## src/rtl/mem_arbiter_pkg.sv

```systemverilog
// Shared definitions for the two-port memory arbiter: FSM encoding,
// requester indices and default bus widths.
package mem_arbiter_pkg;

    localparam int unsigned AW_DEFAULT = 13;
    localparam int unsigned DW_DEFAULT = 8;

    // Requester indices; also the bit positions within gnt/done.
    localparam int unsigned REQ_CPU = 0;
    localparam int unsigned REQ_DBG = 1;

    typedef enum logic [1:0] {
        ST_IDLE   = 2'd0,
        ST_ACCESS = 2'd1,
        ST_WAIT   = 2'd2,
        ST_RESP   = 2'd3
    } state_t;

endpackage

```

## src/rtl/mem_arbiter_rr_arb2.sv

```systemverilog
// Two-way round-robin winner select. A lone requester always wins; on
// contention the requester that was not granted last wins.
module rr_arb2
    import mem_arbiter_pkg::*;
(
    input  logic       cpu_req,
    input  logic       dbg_req,
    input  logic       last,      // index of the last granted requester
    output logic [1:0] win        // one-hot winner, bit order as gnt
);

    // Combinational winner selection from the request pair and history.
    always_comb begin
        win = '0;
        if (cpu_req && dbg_req) begin
            if (last == 1'(REQ_DBG)) begin
                win[REQ_CPU] = 1'b1;
            end else begin
                win[REQ_DBG] = 1'b1;
            end
        end else begin
            win[REQ_CPU] = cpu_req;
            win[REQ_DBG] = dbg_req;
        end
    end

endmodule

```

## src/rtl/mem_arbiter.sv

```systemverilog
// Arbitrates a CPU controller and a debug loader onto one single-port
// memory. Each access runs IDLE -> ACCESS -> (WAIT x WAIT_STATES) -> RESP,
// with every output registered.
module mem_arbiter
    import mem_arbiter_pkg::*;
#(
    parameter int unsigned AW          = AW_DEFAULT,
    parameter int unsigned DW          = DW_DEFAULT,
    parameter int unsigned WAIT_STATES = 1
) (
    input  logic          clk,
    input  logic          rst,
    input  logic          cpu_req,
    input  logic          cpu_we,
    input  logic [AW-1:0] cpu_addr,
    input  logic [DW-1:0] cpu_wdata,
    input  logic          dbg_req,
    input  logic          dbg_we,
    input  logic [AW-1:0] dbg_addr,
    input  logic [DW-1:0] dbg_wdata,
    output logic [1:0]    gnt,
    output logic [1:0]    done,
    output logic [DW-1:0] rdata,
    output logic          busy,
    output logic [AW-1:0] mem_addr,
    output logic [DW-1:0] mem_wdata,
    output logic          mem_we,
    input  logic [DW-1:0] mem_rdata
);

    state_t     state;
    logic [2:0] wcnt;
    logic       last;
    logic       lat_we;
    logic [1:0] win;

    rr_arb2 u_rr (
        .cpu_req (cpu_req),
        .dbg_req (dbg_req),
        .last    (last),
        .win     (win)
    );

    // Access sequencer. mem_addr/mem_wdata double as the latched request,
    // so they are loaded on grant and hold until the next grant.
    always_ff @(posedge clk) begin
        if (!rst) begin
            state     <= ST_IDLE;
            gnt       <= '0;
            done      <= '0;
            rdata     <= '0;
            busy      <= 1'b0;
            mem_addr  <= '0;
            mem_wdata <= '0;
            mem_we    <= 1'b0;
            wcnt      <= '0;
            last      <= 1'(REQ_DBG);
            lat_we    <= 1'b0;
        end else begin
            done   <= '0;
            mem_we <= 1'b0;
            case (state)
                ST_IDLE: begin
                    if (|win) begin
                        gnt   <= win;
                        busy  <= 1'b1;
                        state <= ST_ACCESS;
                        if (win[REQ_DBG]) begin
                            lat_we    <= dbg_we;
                            mem_we    <= dbg_we;
                            mem_addr  <= dbg_addr;
                            mem_wdata <= dbg_wdata;
                        end else begin
                            lat_we    <= cpu_we;
                            mem_we    <= cpu_we;
                            mem_addr  <= cpu_addr;
                            mem_wdata <= cpu_wdata;
                        end
                    end
                end
                ST_ACCESS: begin
                    if (WAIT_STATES == 0) begin
                        if (!lat_we) begin
                            rdata <= mem_rdata;
                        end
                        state <= ST_RESP;
                    end else begin
                        wcnt  <= 3'(WAIT_STATES - 1);
                        state <= ST_WAIT;
                    end
                end
                ST_WAIT: begin
                    if (wcnt == 3'd0) begin
                        if (!lat_we) begin
                            rdata <= mem_rdata;
                        end
                        state <= ST_RESP;
                    end else begin
                        wcnt <= wcnt - 3'd1;
                    end
                end
                ST_RESP: begin
                    done  <= gnt;
                    gnt   <= '0;
                    last  <= gnt[REQ_DBG];
                    busy  <= 1'b0;
                    state <= ST_IDLE;
                end
                default: begin
                    state <= ST_IDLE;
                end
            endcase
        end
    end

endmodule
```

## config.mk

```make
export PLATFORM = sky130hd
export DESIGN_NAME = mem_arbiter
export DESIGN_NICKNAME = d
export VERILOG_FILES = /design/src/rtl/mem_arbiter_pkg.sv /design/src/rtl/mem_arbiter_rr_arb2.sv /design/src/rtl/mem_arbiter.sv
export SDC_FILE = /design/constraint.sdc
export NUM_CORES = 1
export LEC_CHECK = 0
export ABC_AREA = 1
export CORE_ASPECT_RATIO = 1.25
export CORE_MARGIN = 4
export CORE_UTILIZATION = 50
export CTS_CLUSTER_DIAMETER = 80
export DETAILED_ROUTE_END_ITERATION = 16
export DONT_BUFFER_PORTS = 1
export PLACE_DENSITY_LB_ADDON = 0.08
export SYNTH_ARGS = -nofsm -noshare
export SYNTH_HDL_FRONTEND = slang
export SYNTH_SLANG_ARGS = --single-unit
```

## constraint.sdc

```tcl
create_clock -name clk -period 1.6 [get_ports clk]
set_clock_uncertainty 0.15 [all_clocks]
set_input_delay 0.08 -clock clk [delete_from_list [all_inputs] [get_ports clk]]
set_output_delay 0.08 -clock clk [all_outputs]
set_load 0.05 [all_outputs]
```

==> reports/metrics.cfg <==
[status]
status = finished, violations left
failed_checks = negative setup slack

[timing]
fin_setup_tns_ps = -27.3
hold_viol_final = 0
worst_slew_pin_slew_ps = 518
whs_ps = 7.63
grt_setup_unrepaired = true
finalSetupViolCount = 5
slew_headroom_pct = 65.4
finalCriticalPeriod_ps = 1610
fin_ws_ps = -13.7
drv_slew = 0
max_freq_mhz = 620
period_share_pct = 101

[setup_path]
critPathLaunchType = flop
crit_type = flop to flop
cp.required_ps = 1630
setup.worst_path.end_class = flop
cp.arrival_ps = 1640
crit_fanout = 8

[clocking]
clk_pin_slew_ps = 70
clockRootBuffer = clkbuf_8
insertion_delay_ps = 290
cts_tree = yes
h-tree-depth = 2
cts_made_buffers = 5
clockBufferDepth = 2
cts_sinks = 42

[layout]
seqCellArea_um2 = 843
drive_above_1_share_pct = 18.0
fin_util_pct = 79.5
multiInputGateArea_um2 = 1030
insertedDiodeCount = 0
n_fill_cell = 284
area_growth_pct = 50.0
fin_area_um2 = 3060
final_net_count = 469
final-instance-count-excl-fill = 460

[place]
pre_cts_slack_ps = -28.9
placed_cell_area_um2 = 2310
dp_hpwl_mm = 3.20
numPlacedInstances = 395
gp_congestion = 0.792
portBuffers = 0

[global_route]
grt_max_degree = 39
grt_pass1_vias = 2069
track_usage_pct = 22.5
grt_pass1_wl_mm = 9.22
grt-ovfl-total = 0
antenna_found_initial = 0

[route]
ant_nets = 0
drc_errors = 0
first_pass_iters = 5
wire_per_inst_um = 12.6
via_per_inst = 4.62
drt_iter0_drc = 99
vias = 2127
wirelength_mm = 5.81

[synth]
synth.top_cell.area_share_pct = 41.2
ys_ff_latch = 42
synthTopCellsByCount = nand2_1 (120), nor2_1 (61), dfxtp_1 (42), inv_1 (36), o21ai_0 (11)
synth.avg_cell_area_um2 = 6.44
yosysWarnings = 0
synth_edf_count = 0
synth_cell_types = 22
yosys.area.top_type = dfxtp_1
synth_nets = 379
post-synth-top-count-cell = nand2_1
ys_seq_area_share_pct = 41.2
syn_area_um2 = 2040
synth_flop_cell = dfxtp_1
async_flop_share_pct = 0
yosys-top-cells-area = dfxtp_1 (41%), nand2_1 (22%), nor2_1 (11%)
postSynthCellCount = 317

[power_and_ir_drop]
power_leakage_nw = 1.54
powerDensity_nw_per_um2 = 1760
ir_drop_mv = 1.36
p_total_mw = 5.40

[flow_run]
max_cap_viol_count = 0

[die]
io_pins = 91
core_um2 = 3850
die_height_um = 79.4
std_cell_rows = 25
start_util_pct = 53.0
die_w_um = 65.1
die-area_um2 = 5170

[min_path]
min_path_type = input pin to flop

path summary, 6_finish.rpt:
| check | start | end | slack (ps) | depth (start not counted) |
|---|---|---|---|---|
| max | wcnt[1] | rdata[7] | -10 | 8 |
| min | dbg_req | gnt[1] | 8 | 5 |
| max reg2reg | wcnt[1] | rdata[7] | -10 | 8 |
| min reg2reg | wcnt[0] | wcnt[0] | 300 | 1 |
registers in the layout, summed over array words and instances, names as in the netlist:
signal	flops
mem_addr	13
mem_wdata	8
rdata	8
wcnt	3
done	2
gnt	2
state	2
busy	1
last	1
lat_we	1
mem_we	1
repair_timing:
action	4_1_cts	5_1_grt
gates resized for setup	2	19
pin swaps	0	11
setup endpoints to repair	10	10
hold buffers	56	0
hold endpoints to repair	42	0
buffers inserted	0	3
power by group:
part	switching, mW	internal [mW]	leakage, nW
clock network	0.339	0.333	0.0431
registers	0.214	1.39	0.347
logic	2.06	1.06	1.15
total	2.61	2.79	1.54
cell usage in the layout, fill, tap and decap left out, drive strengths merged:
master	synthesis	layout
nand2	123	123
nor2	62	62
dlygate4sd3	0	55
dfxtp	42	42
buf	10	40
inv	39	38
o21ai	11	11
nand3	8	8
a21oi	7	7
clkbuf	2	6
ha	6	6
or2	3	3
nand4	1	1
o211ai	1	1
and3	1	1
clkinvlp	0	1
nor3	1	1
per-layer routing:
| layer | track usage, % | part of all wire [%] |
|---|---|---|
| met1 | 25.9 | 39 |
| met2 | 40.3 | 51 |
| met3 | 3.38 | 5.8 |
| met4 | 10.6 | 3.4 |
| met5 | 0 | 0 |
logic make-up (layout without fill, tap and decap cells):
family | count (synthesis) | count (layout) | share of synthesized area (%)
AOI/OAI and AO/OA | 19 | 19 | 4.78
adders and majority gates | 6 | 6 | 3.68
buffers and inverters | 51 | 140 | 11.6
DFF | 42 | 42 | 41.2
and+or+nand+nor | 199 | 199 | 38.7
critical path: stages (launching register included):
cell        delay, ps
dfxtp_2           330
inv_2              60
ha_4              140
ha_4              140
nand2_4            50
nor2_4            180
clkinvlp_4        250
nor2_2            160
nor2_1             50
final cells by class:
cell class              instances  area share (%)
multi-input cells             224            33.6
flip-flops and latches         42            27.6
repair buffers                 95            29.0
inverters                      39            4.91
clock buffers                   6            2.70
well taps                      54            2.21
Note: power is estimated with default switching activity, not from simulation.
